## config.mk

```make
export PLATFORM = sky130hd
export DESIGN_NAME = bit_serializer
export DESIGN_NICKNAME = d
export VERILOG_FILES = /design/src/rtl/bit_serializer.sv
export SDC_FILE = /design/constraint.sdc
export NUM_CORES = 1
export LEC_CHECK = 0
export ABC_CLOCK_PERIOD_IN_PS = 2000
export CORE_UTILIZATION = 47
export CTS_CLUSTER_SIZE = 25
export DETAILED_ROUTE_END_ITERATION = 7
export GPL_ROUTABILITY_DRIVEN = 0
export PLACE_DENSITY = 0.88
export SETUP_SLACK_MARGIN = 0.1
export SYNTH_ARGS = -nofsm -noshare
export SYNTH_HDL_FRONTEND = slang
export SYNTH_SLANG_ARGS = --single-unit
```

## constraint.sdc

```tcl
create_clock -name clk -period 2 [get_ports clk]
set_input_delay 0.2 -clock clk [delete_from_list [all_inputs] [get_ports clk]]
set_output_delay 0.2 -clock clk [all_outputs]
set_load 0.01 [all_outputs]
```

## src/rtl/bit_serializer.sv

```systemverilog
// Parallel-to-serial shifter feeding the 1101 detector; valid/ready word load,
// MSB- or LSB-first output, gapless streaming across back-to-back words.
module bit_serializer #(
  parameter int WIDTH     = 8,
  parameter int MSB_FIRST = 1
) (
  input  logic             clk,
  input  logic             rst,
  input  logic [WIDTH-1:0] din,
  input  logic             load_valid,
  output logic             load_ready,
  output logic             sout,
  output logic             sout_valid,
  output logic             busy,
  output logic             done
);

  localparam int CW = $clog2(WIDTH);
  localparam logic [0:0]    IDLE    = 1'b0;
  localparam logic [0:0]    SHIFT   = 1'b1;
  localparam logic [CW-1:0] LAST    = CW'(WIDTH - 1);
  localparam logic [CW-1:0] LAST_M1 = CW'(WIDTH - 2);
  localparam logic [CW-1:0] ONE     = CW'(1);

  logic [0:0]       state;
  logic [WIDTH-1:0] shreg;
  logic [CW-1:0]    cnt;
  logic             done_q;
  logic             last;
  logic             accept;
  logic [WIDTH-1:0] shifted;

  assign last       = (state == SHIFT) && (cnt == LAST);
  assign load_ready = (state == IDLE) || last;
  assign accept     = load_valid && load_ready;

  // Zero fill means the register is empty once a word drains, so sout idles at 0.
  assign shifted = (MSB_FIRST != 0) ? {shreg[WIDTH-2:0], 1'b0}
                                    : {1'b0, shreg[WIDTH-1:1]};

  assign sout       = (MSB_FIRST != 0) ? shreg[WIDTH-1] : shreg[0];
  assign sout_valid = state[0];
  assign busy       = state[0];
  assign done       = done_q;

  always_ff @(posedge clk or negedge rst) begin
    if (!rst) begin
      state  <= IDLE;
      shreg  <= '0;
      cnt    <= '0;
      done_q <= 1'b0;
    end else if (accept) begin
      state  <= SHIFT;
      shreg  <= din;
      cnt    <= '0;
      done_q <= 1'b0;
    end else if (state == SHIFT) begin
      shreg <= shifted;
      if (last) begin
        state  <= IDLE;
        cnt    <= '0;
        done_q <= 1'b0;
      end else begin
        cnt    <= cnt + ONE;
        // done is registered: raise it on the edge entering the last-bit cycle
        done_q <= (cnt == LAST_M1);
      end
    end
  end

endmodule

```

==> metrics.cfg <==
[run_status]
run_status = complete, no violations

[min_path]
worstHoldPathType = input port to asynchronous set/reset pin

[worst_setup_path]
critical_path.n_buffers_inverters = 1
critical_path_class = flop to output port
critPathSlowestCell = sky130_fd_sc_hd__dfrtp_1
critical_path.reg2reg.endpoint = shreg[2]$_DFFE_PN0P_
timing.critical_path.cells = ha_1 -> ha_1 -> nand2b_1 -> dlygate4sd2_1
startpoint_class = flop
timing.reg2reg.setup_slack_ps = 330
worst_r2r_startpoint = cnt[0]$_DFFE_PN0P_
worst_ep_required_time_ps = 1800
critical_path.endpoint_type = output port
cp_top_family = adder cells
cp_data_arrival_time_ps = 1560
cp_max_fo = 4
delay_of_the_slowest_critical_path_stage_ps = 410
critical_path_most_common_cell = sky130_fd_sc_hd__ha_1
worst_r2r_path_depth = 6

[place]
place_ws_ps = 348.1
dp_hpwl_microns = 1069
post-place-cells = 88
io_buffer_count = 15

[logic_synthesis]
ys_ff_latch = 13
netlist.area_leader.share_pct = 46.59
post_synth_num_cell_types = 20
synth_compound_gate_area_share_pct = 23.66
yosys.area_share.adder_pct = 5.376
number_of_nets_produced_by_synthesis = 74
ys.warnings.count = 0
synth_mux_area_share_pct = 0
synth_area_leader_cell = sky130_fd_sc_hd__dfrtp_1
postSynth.topFlopCell = sky130_fd_sc_hd__dfrtp_1
post_synthesis_instance_area_sq_um = 698.2
yosys-top-cells-area = sky130_fd_sc_hd__dfrtp_1 (47%), sky130_fd_sc_hd__o221a_2 (9.7%), sky130_fd_sc_hd__a211o_1 (8.8%)
largest_family_of_logic_cells_by_synthesized_area = compound AO/OA/AOI/OAI gates
postSynthCellCount = 60
yosys.area_share.xor_xnor_pct = 0
synth_enable_flop_cells = 0
synth_simple_gate_area_share_pct = 16.67
ys_async_sr_fraction_pct = 100.0
mean_instance_size_in_the_synthesized_netlist_sq_um = 11.64
synth_seq_area_share_pct = 46.59

[routing]
viasPerCell = 5.728
detail_route.first_pass.iterations = 4
total_wirelength_of_the_detailed_routed_design_microns = 1408
drt_drc_violations_left = 0
detail-route-antenna-nets = 0
drt-wirelength-per-cell_microns = 15.30
drt_first_iter_violations = 7
detailroute.via_count = 527

[floorplan]
die_w_microns = 40.54
core_area_sq_mm = 0.001334
die_h_microns = 40.54
initial_utilization_pct = 52.35
num_io_pins = 16
fp.dieArea_sq_mm = 0.001643
row_count = 13

[cts]
ctsLongestPathBuffers = 2
clkLatencyLatePin_ps = 270
clock_tree.htree_level_count = 1
clock-root-buffer = sky130_fd_sc_hd__clkbuf_4
path_clk_slew_ps = 80
post_cts_buffers = 0
clkSinkCount = 13
cts_hold_buf = 0
cts_inserted_buffers = 3
cts_tree = yes

[sta]
hold_violations = 0
timing_worst_slew_pin_value_ps = 603.5
maximum_clock_frequency_ghz = 0.5697
rsz0062_at_grt = false
report.final.setup_viol = 0
setup_ws_ps = 244.5
timing.clock.skew_ps = 0.9164
min_cycle_time_layout_ps = 1755
timing.final.crit_share_pct = 87.77
timing.max_slew.rel_slack_pct = 59.64
final-max-slew-violation-count = 0
setup_tns_after_final_layout_ps = 0

[layout]
most-common-layout-cells = sky130_fd_sc_hd__clkdlybuf4s50_1 (14), sky130_fd_sc_hd__dfrtp_1 (13), sky130_fd_sc_hd__a211o_1 (7)
area_delta_synth_final_pct = 23.84
layoutNonFillerInstCount = 92
mostFrequentLayoutCell = sky130_fd_sc_hd__clkdlybuf4s50_1
final_layout_size_suffix_gt1_share_pct = 18.18
insertedDiodeCount = 0
fin_nets = 92

[power_and_ir_drop]
maximum_resistive_drop_on_vdd_uv = 529.8
power.density_cell_area_mw_per_mm2 = 1246
total_leakage_power_nw = 0.4004

[global_route]
grt-ovfl-total = 0
wire_length_of_the_first_global_routing_pass_microns = 2152
first_global_vias = 492
antenna_violations_before_repair = 0
grt_max_degree = 14
gr-usage-all-layers_pct = 21.29

[flow_run]
max_cap_violations = 0

[Yosys cell counts, types with 2 or more instances]
master / count
sky130_fd_sc_hd__dfrtp_1: 13
sky130_fd_sc_hd__a211o_1: 7
sky130_fd_sc_hd__nor2b_1: 6
sky130_fd_sc_hd__o221a_2: 6
sky130_fd_sc_hd__nand2_1: 4
sky130_fd_sc_hd__nand2b_1: 4
sky130_fd_sc_hd__ha_1: 3
sky130_fd_sc_hd__o21ai_0: 3
sky130_fd_sc_hd__buf_6: 2
sky130_fd_sc_hd__nor2_1: 2
[where the power goes]
part	total (mW)	switching, mW	internal, mW
sequential	0.455	0.0896	0.365
combinational	0.459	0.190	0.270
clock	0.163	0.0854	0.0773
total	1.08	0.365	0.713
[state kept, by name, indices dropped and copies added, names as in the netlist]
register  flops
shreg         8
busy          1
cnt           3
done          1
[per-layer routing]
| layer | global-route usage (%) | part of all wire, % | vias up |
|---|---|---|---|
| met5 | 0 | 0 | - |
| met4 | 12.50 | 1.9 | 0 |
| met3 | 5.000 | 2.1 | 4 |
| met2 | 35.71 | 54 | 10 |
| met1 | 24.23 | 42 | 254 |
| li1 | - | - | 259 |
[final cells by class]
| cell class | count | area, sq um |
|---|---|---|
| Fill cell | 113 | 469.2 |
| Inverter | 1 | 3.754 |
| Multi-Input combinational cell | 41 | 319.1 |
| Sequential cell | 13 | 325.3 |
| Timing Repair Buffer | 18 | 171.4 |
| Clock buffer | 4 | 26.28 |
| Tap cell | 15 | 18.77 |
[per-stage QoR]
stage               util, %  area, sq um  hold WS (ps)  total power [mW]
global placement      62.95        839.6         455.6            0.8991
global route          64.82        864.6         334.3             1.166
floorplan                 -        698.2        -95.59            0.7772
finish                64.82        864.6         299.1             1.077
detailed placement    62.95        839.6         476.5            0.9321
CTS                   64.82        864.6         315.4             1.094
[worst max path at each step]
stage,start,end,cells after the start
final,cnt[0]$_DFFE_PN0P_,load_ready,4
after global routing,cnt[1]$_DFFE_PN0P_,load_ready,4
after CTS,cnt[0]$_DFFE_PN0P_,load_ready,4
after detailed placement,cnt[1]$_DFFE_PN0P_,load_ready,4
after global placement,cnt[0]$_DFFE_PN0P_,load_ready,4
after floorplan,cnt[0]$_DFFE_PN0P_,shreg[2]$_DFFE_PN0P_,5
[cell families after synthesis]
logic type                 Yosys count
AOI/OAI and AO/OA                   18
and+or+nand+nor                     20
adders and majority gates            3
buffers and inverters                6
DFF                                 13
[what timing repair did]
action,in CTS,in global routing
endpoints found under the setup margin,1,0
endpoints found under the hold margin,0,0
gates resized for setup,1,0
(Power assumes the default switching activity.)
==> variant 1 (same flow settings) <==
`WIDTH`: 8 -> 16.
--- a/src/rtl/bit_serializer.sv
+++ b/src/rtl/bit_serializer.sv
@@ -1,7 +1,7 @@
 // Parallel-to-serial shifter feeding the 1101 detector; valid/ready word load,
 // MSB- or LSB-first output, gapless streaming across back-to-back words.
 module bit_serializer #(
-  parameter int WIDTH     = 8,
+  parameter int WIDTH     = 16,
   parameter int MSB_FIRST = 1
 ) (
   input  logic             clk,
Interface: changed (resized din); port bits go from 16 to 24. The function was not compared with the original's and may differ.
==> variant 1 against the original RTL <==
Area after synthesis rose by 50%; maximum frequency rose by 6.4%; sequential power rose by 56%; sequential cell count rose by 9; clock power rose by 47%; routed wire length rose by 46%; largest cell class unchanged; power rose by 40%; die area rose by 48%; count of clock-buffer cells in the layout did not move; final area rose by 58%; worst setup slack improved by 0.11 ns; global-route usage fell by 2.7 points.
==> variant 1: results (changes against the original RTL) <==
Global routing:
- The maximum number of pins on one net before global-route repair is 23 (+9).
- The number of global-route vias before repair is 755 (+53%).
- The aggregate global-route resource usage is 0.186 (-0.0268).
- The global-route wire length before repair is 3.43 mm (+59%).

Synthesis:
- The most used flip-flop cell after synthesis is dfrtp_1.
- The area fraction in compound gates after synthesis was 0.203 (-0.0339).
- The portion of the post-synthesis area used by sequential elements is 0.524 (+0.0585).
- The fraction of the mapped netlist area in adder cells is 0.0238 (-0.0299).
- The number of warnings printed during yosys synthesis is 0 (unchanged).
- The synthesized net count is 107 (+45%).
- The number of distinct standard cells referenced by the synthesized netlist is 26 (+30%).
- The XOR/XNOR share of the synthesized area is 0.00834 (+0.00834).
- In the post-synthesis netlist, the biggest area contributors are dfrtp_1 52%, a221o_1 14%, and3_1 6.0%.
- After synthesis, the most frequently instantiated cells are 22 x dfrtp_1, 15 x a221o_1, 10 x and3_1.

Worst setup path:
- The logic depth of the worst register-to-register path is 4 (-2).
- The setup slack of the worst register-to-register path is 0.53 ns (+0.20 ns).

Placement:
- The count of port buffers added during placement was 23 (+8).
- The pre-CTS setup slack is 0.284 ns (-0.0644 ns).
- The sum of net half-perimeters after detailed placement is 1.37 mm (+28%).

Power:
- The sequential group power came to 711 uW (+56%).
- The share of total power in combinational logic is 0.370 (-0.056).
- The switching share of power is 0.312 (-0.0265).
- The standby leakage power is 0.647 nW (+62%).
- The peak supply drop is 0.000684 V (+29%).

Clock tree:
- The worst-skew pair later-pin latency is 0.30 ns (+0.03 ns).

Outcome:
- The run finished with clean final reports.

Timing:
- The clock tree skew after final layout is 0.00382 ns (+0.00290 ns).
- The final critical-path setup slack was 0.350 ns (+0.105 ns).
- The remaining max-slew budget at the tightest pin is 0.684 (+0.0872).
- The accumulated negative setup slack is 0 ns (unchanged).

Route:
- The total wire length is 2.05 mm (+46%).
- The number of DRC markers after the initial detailed-route iteration is 10 (+3).
- The vias after detailed routing was 787 (+49%).

Finish:
- The net count of the finished layout came to 133 (+45%).
- The number of filler instances in the final layout came to 156 (+38%).
- The largest registers in the layout are shreg x16, cnt x4.
-- variant 1: timing repair --
item | 4_1_cts | 5_1_grt
setup endpoints to repair | 1 | 0
setup buffers | 2 | 0
gates resized for setup | 3 | 0
-- variant 1: worst min path at each step --
stage                     start       end  slack, ns
after global placement     done      done       0.47
after CTS                   rst      busy       0.23
final                       rst  shreg[7]       0.22
after detailed placement   done      done       0.48
after global routing        rst  shreg[7]       0.25
after floorplan             rst      busy       -0.1
-- variant 1: area by class of cell --
cell class | count | share of cell area
tap | 27 | 0.0247
multi-input combinational | 56 | 0.339
clock buffer | 4 | 0.0266
sequential | 22 | 0.403
inverter | 1 | 0.00275
timing repair buffer | 28 | 0.204
-- variant 1: routing by layer --
layer	wire length [um]	global-route usage	vias up
met4	0	0.0147	0
met2	987	0.292	23
met1	931	0.250	384
met5	0	0	-
met3	133	0.0748	0
li1	-	-	380
-- variant 1: per-stage QoR --
stage | instance area (um^2) | hold slack [ns] | instances | util | total power, mW
finish | 1370 | 0.224 | 138 | 0.676 | 1.51
global placement | 1300 | 0.475 | 132 | 0.645 | 1.21
global route | 1370 | 0.253 | 138 | 0.676 | 1.62
floorplan | 1050 | -0.0956 | 86 | - | 1.06
detailed placement | 1300 | 0.483 | 132 | 0.645 | 1.23
CTS | 1370 | 0.228 | 138 | 0.676 | 1.52
-- variant 1: worst max-delay path: cells and delay by family, from the launching register on --
kind          cells  cell delay (ns)
flops             1             0.42
buf+inv           1             0.28
simple gates      2             0.26
fa+ha+maj         1             0.19
-- variant 1: cell families after synthesis --
family | count (synthesis)
and+or+nand+nor | 30
AOI/OAI and AO/OA | 23
DFF | 22
buffers and inverters | 8
adders and majority gates | 2
xor gates and xnor gates | 1
==> variant 2 (same flow settings) <==
Without the edit above. Reset style: synchronous (`rst`), changed in one clocked block.
--- a/src/rtl/bit_serializer.sv
+++ b/src/rtl/bit_serializer.sv
@@ -43,7 +43,7 @@
   assign busy       = state[0];
   assign done       = done_q;
 
-  always_ff @(posedge clk or negedge rst) begin
+  always_ff @(posedge clk) begin
     if (!rst) begin
       state  <= IDLE;
       shreg  <= '0;
Formal check against the unedited RTL: differs if rst is asserted again (counterexample within 4 cycles, from zero or initial values and one cycle with rst low); with rst held inactive, the same outputs for 10 cycles.
==> variant 2 against the original RTL <==
Routed wire length is 12% lower; global-route usage hardly changed; first-iteration DRC count is 130% higher; worst setup slack worse by 0.053 ns; non-clock buffer count is 1 lower; area after synthesis is 13% lower; die area is 12% lower; final area is 11% lower; cell count is 5.4% higher; synthesized cell count is 13% higher; highest routed layer unchanged; sequential cell count stayed put.
Power is not compared: it rests on default switching activity, and its combinational part moved more than twofold at a synthesized area within 25%.
==> variant 2: results (changes against the original RTL) <==
Hold path:
- In this run the worst hold path is classified as reg2reg.
- The number of cells traversed by the worst hold path is 2.

Global routing:
- The number of antenna violations at the first check in global routing is 0 (unchanged).
- The maximum number of pins on one net before global-route repair is 14 (unchanged).
- The number of global-route vias before repair is 453 (-7.9%).
- The aggregate global-route resource usage was 0.213 (+0.000247).
- The global-route wire length before repair is 2.03 mm (-5.8%).

Clock tree:
- The largest buffer count on any clock path is 2 (unchanged).
- The maximum level of the CTS H-tree is 1 (unchanged).
- The post-CTS setup-driven buffer insertion count is 0 (unchanged).
- The tree is rooted in a clkbuf_4.
- The TritonCTS buffer count came to 3 (unchanged).
- At the later pin of the worst-skew pair, clock insertion delay measures 0.28 ns.
- The clock transition at the registers of the reported paths is 0.09 ns.

Timing:
- The remaining max-slew budget at the tightest pin is 0.714 (+0.118).
- The clock tree skew after final layout is 0.00762 ns (+0.00670 ns).

Finish:
- The net count of the finished layout is 98 (+6.5%).
- The count of inserted antenna diode cells was 0 (unchanged).
- The number of filler instances in the final layout is 92 (-19%).
- The share of layout cells above drive strength 1 is 0.0843 (-0.0975).
- In the final layout, the registers with the most flip-flops are shreg x8, cnt x3.

Worst setup path:
- The worst path arrival time is 1.61 ns (+0.05 ns).
- The maximum fanout along the worst path is 12 (+8).
- The slowest stage of the critical path belongs to the cell dfxtp_1.
- The largest stage delay on the critical path is 0.34 ns (-0.07 ns).
- The logic depth of the worst register-to-register path came to 6 (unchanged).
- The kind of cell with the highest combined delay on the critical path is adder cells.

Placement:
- The count of port buffers added during placement was 15 (unchanged).

Synthesis:
- The number of distinct standard cells referenced by the synthesized netlist is 22 (+10%).
- In the synthesized netlist, the cells that appear most often are 14 x o21ai_0, 13 x dfxtp_1, 8 x a21oi_1.
- The top flip-flop cell by instance count after synthesis is dfxtp_1.
- o21ai_0 is the most common cell in the netlist.
- The portion of the post-synthesis area used by sequential elements is 0.429 (-0.0371).
- The synthesized net count is 82 (+11%).
- The number of warnings printed during yosys synthesis came to 0 (unchanged).
- The area of the mapped netlist is 607 um^2 (-13%).
- Sorting the synthesized cells by area gives the leading types as dfxtp_1 43%, o21ai_0 12%, a31oi_1 7.2%.
- The async set-or-reset flop fraction in the synthesized netlist is 0 (-1.00).

Power:
- Summed over all cells, the static leakage comes to 0.289 nW.
- IR analysis of the VDD net gives a maximum drop of 0.000398 V.

Route:
- The first-pass detailed-route iteration total is 4 (unchanged).
- The vias after detailed routing was 555 (+5.3%).
- The total wire length is 1.24 mm (-12%).
- The number of DRC markers after the initial detailed-route iteration is 16 (+9).

Outcome:
- The flow ran to the end, and the final reports show no timing, DRC or antenna violations.
-- variant 2: cell count changes in the layout (fill, tap and decap cells not counted), moves of 7 or more --
cell / delta
dfrtp_1: -13
dfxtp_1: +13
a31oi_1: +7
a211o_1: -7
a21oi_1: +8
o21ai_0: +11
-- variant 2: worst paths after layout --
kind                  from          to  slack, ns
setup / recovery    cnt[0]  load_ready       0.19
hold / removal    shreg[2]    shreg[3]       0.48
setup reg to reg    cnt[0]    shreg[2]       0.58
hold reg to reg   shreg[2]    shreg[3]       0.48
-- variant 2: kinds of logic (layout without fill, tap and decap cells) --
group	after synthesis	after routing	synth area share
flops	13	13	0.429
compound gates	34	34	0.320
buf+inv	9	24	0.0928
fa+ha+maj	3	3	0.0619
mux	1	1	0.0165
simple gates	8	8	0.0804
-- variant 2: cell type report --
class	count	area (um^2)	share of cell area
multi-input combinational	46	290	0.376
sequential	13	260	0.337
timing repair buffer	17	164	0.212
clock buffer	4	26.3	0.0340
tap	14	17.5	0.0227
inverter	3	13.8	0.0178
-- variant 2: repair_timing --
item,in CTS,in global routing
gates resized for setup,1,0
endpoints found under the setup margin,1,0
hold buffers,0,0
-- variant 2: routing by layer --
layer  wire [um]  GRT usage  up-vias
met1         575      0.244      257
met5           0          0        -
met3          56     0.0872        4
li1            -          -      277
met2         586      0.341       17
met4          25      0.107        0
-- variant 2: stage by stage --
step                cell area (um^2)  hold WS [ns]  utilization  std cells  worst slack (ns)
floorplan                        607         0.328            -         68             0.528
global placement                 747         0.459        0.646         93             0.315
detailed placement               747         0.465        0.646         93             0.292
CTS                              772         0.477        0.668         97             0.195
global route                     772         0.493        0.668         97             0.136
finish                           772         0.475        0.668         97             0.191
-- variant 2: worst reg2reg max path: cells and delay by family (launching register included) --
| kind | cells | cell delay, ns |
|---|---|---|
| fa+ha+maj | 2 | 0.37 |
| buf+inv | 1 | 0.18 |
| flops | 1 | 0.34 |
| simple gates | 1 | 0.25 |
| compound gates | 2 | 0.21 |
-- variant 2: power breakdown --
part	internal [mW]	total (mW)	switching, mW
registers	0.276	0.285	0.00960
clock network	0.0775	0.170	0.0928
logic	0.0500	0.0971	0.0471
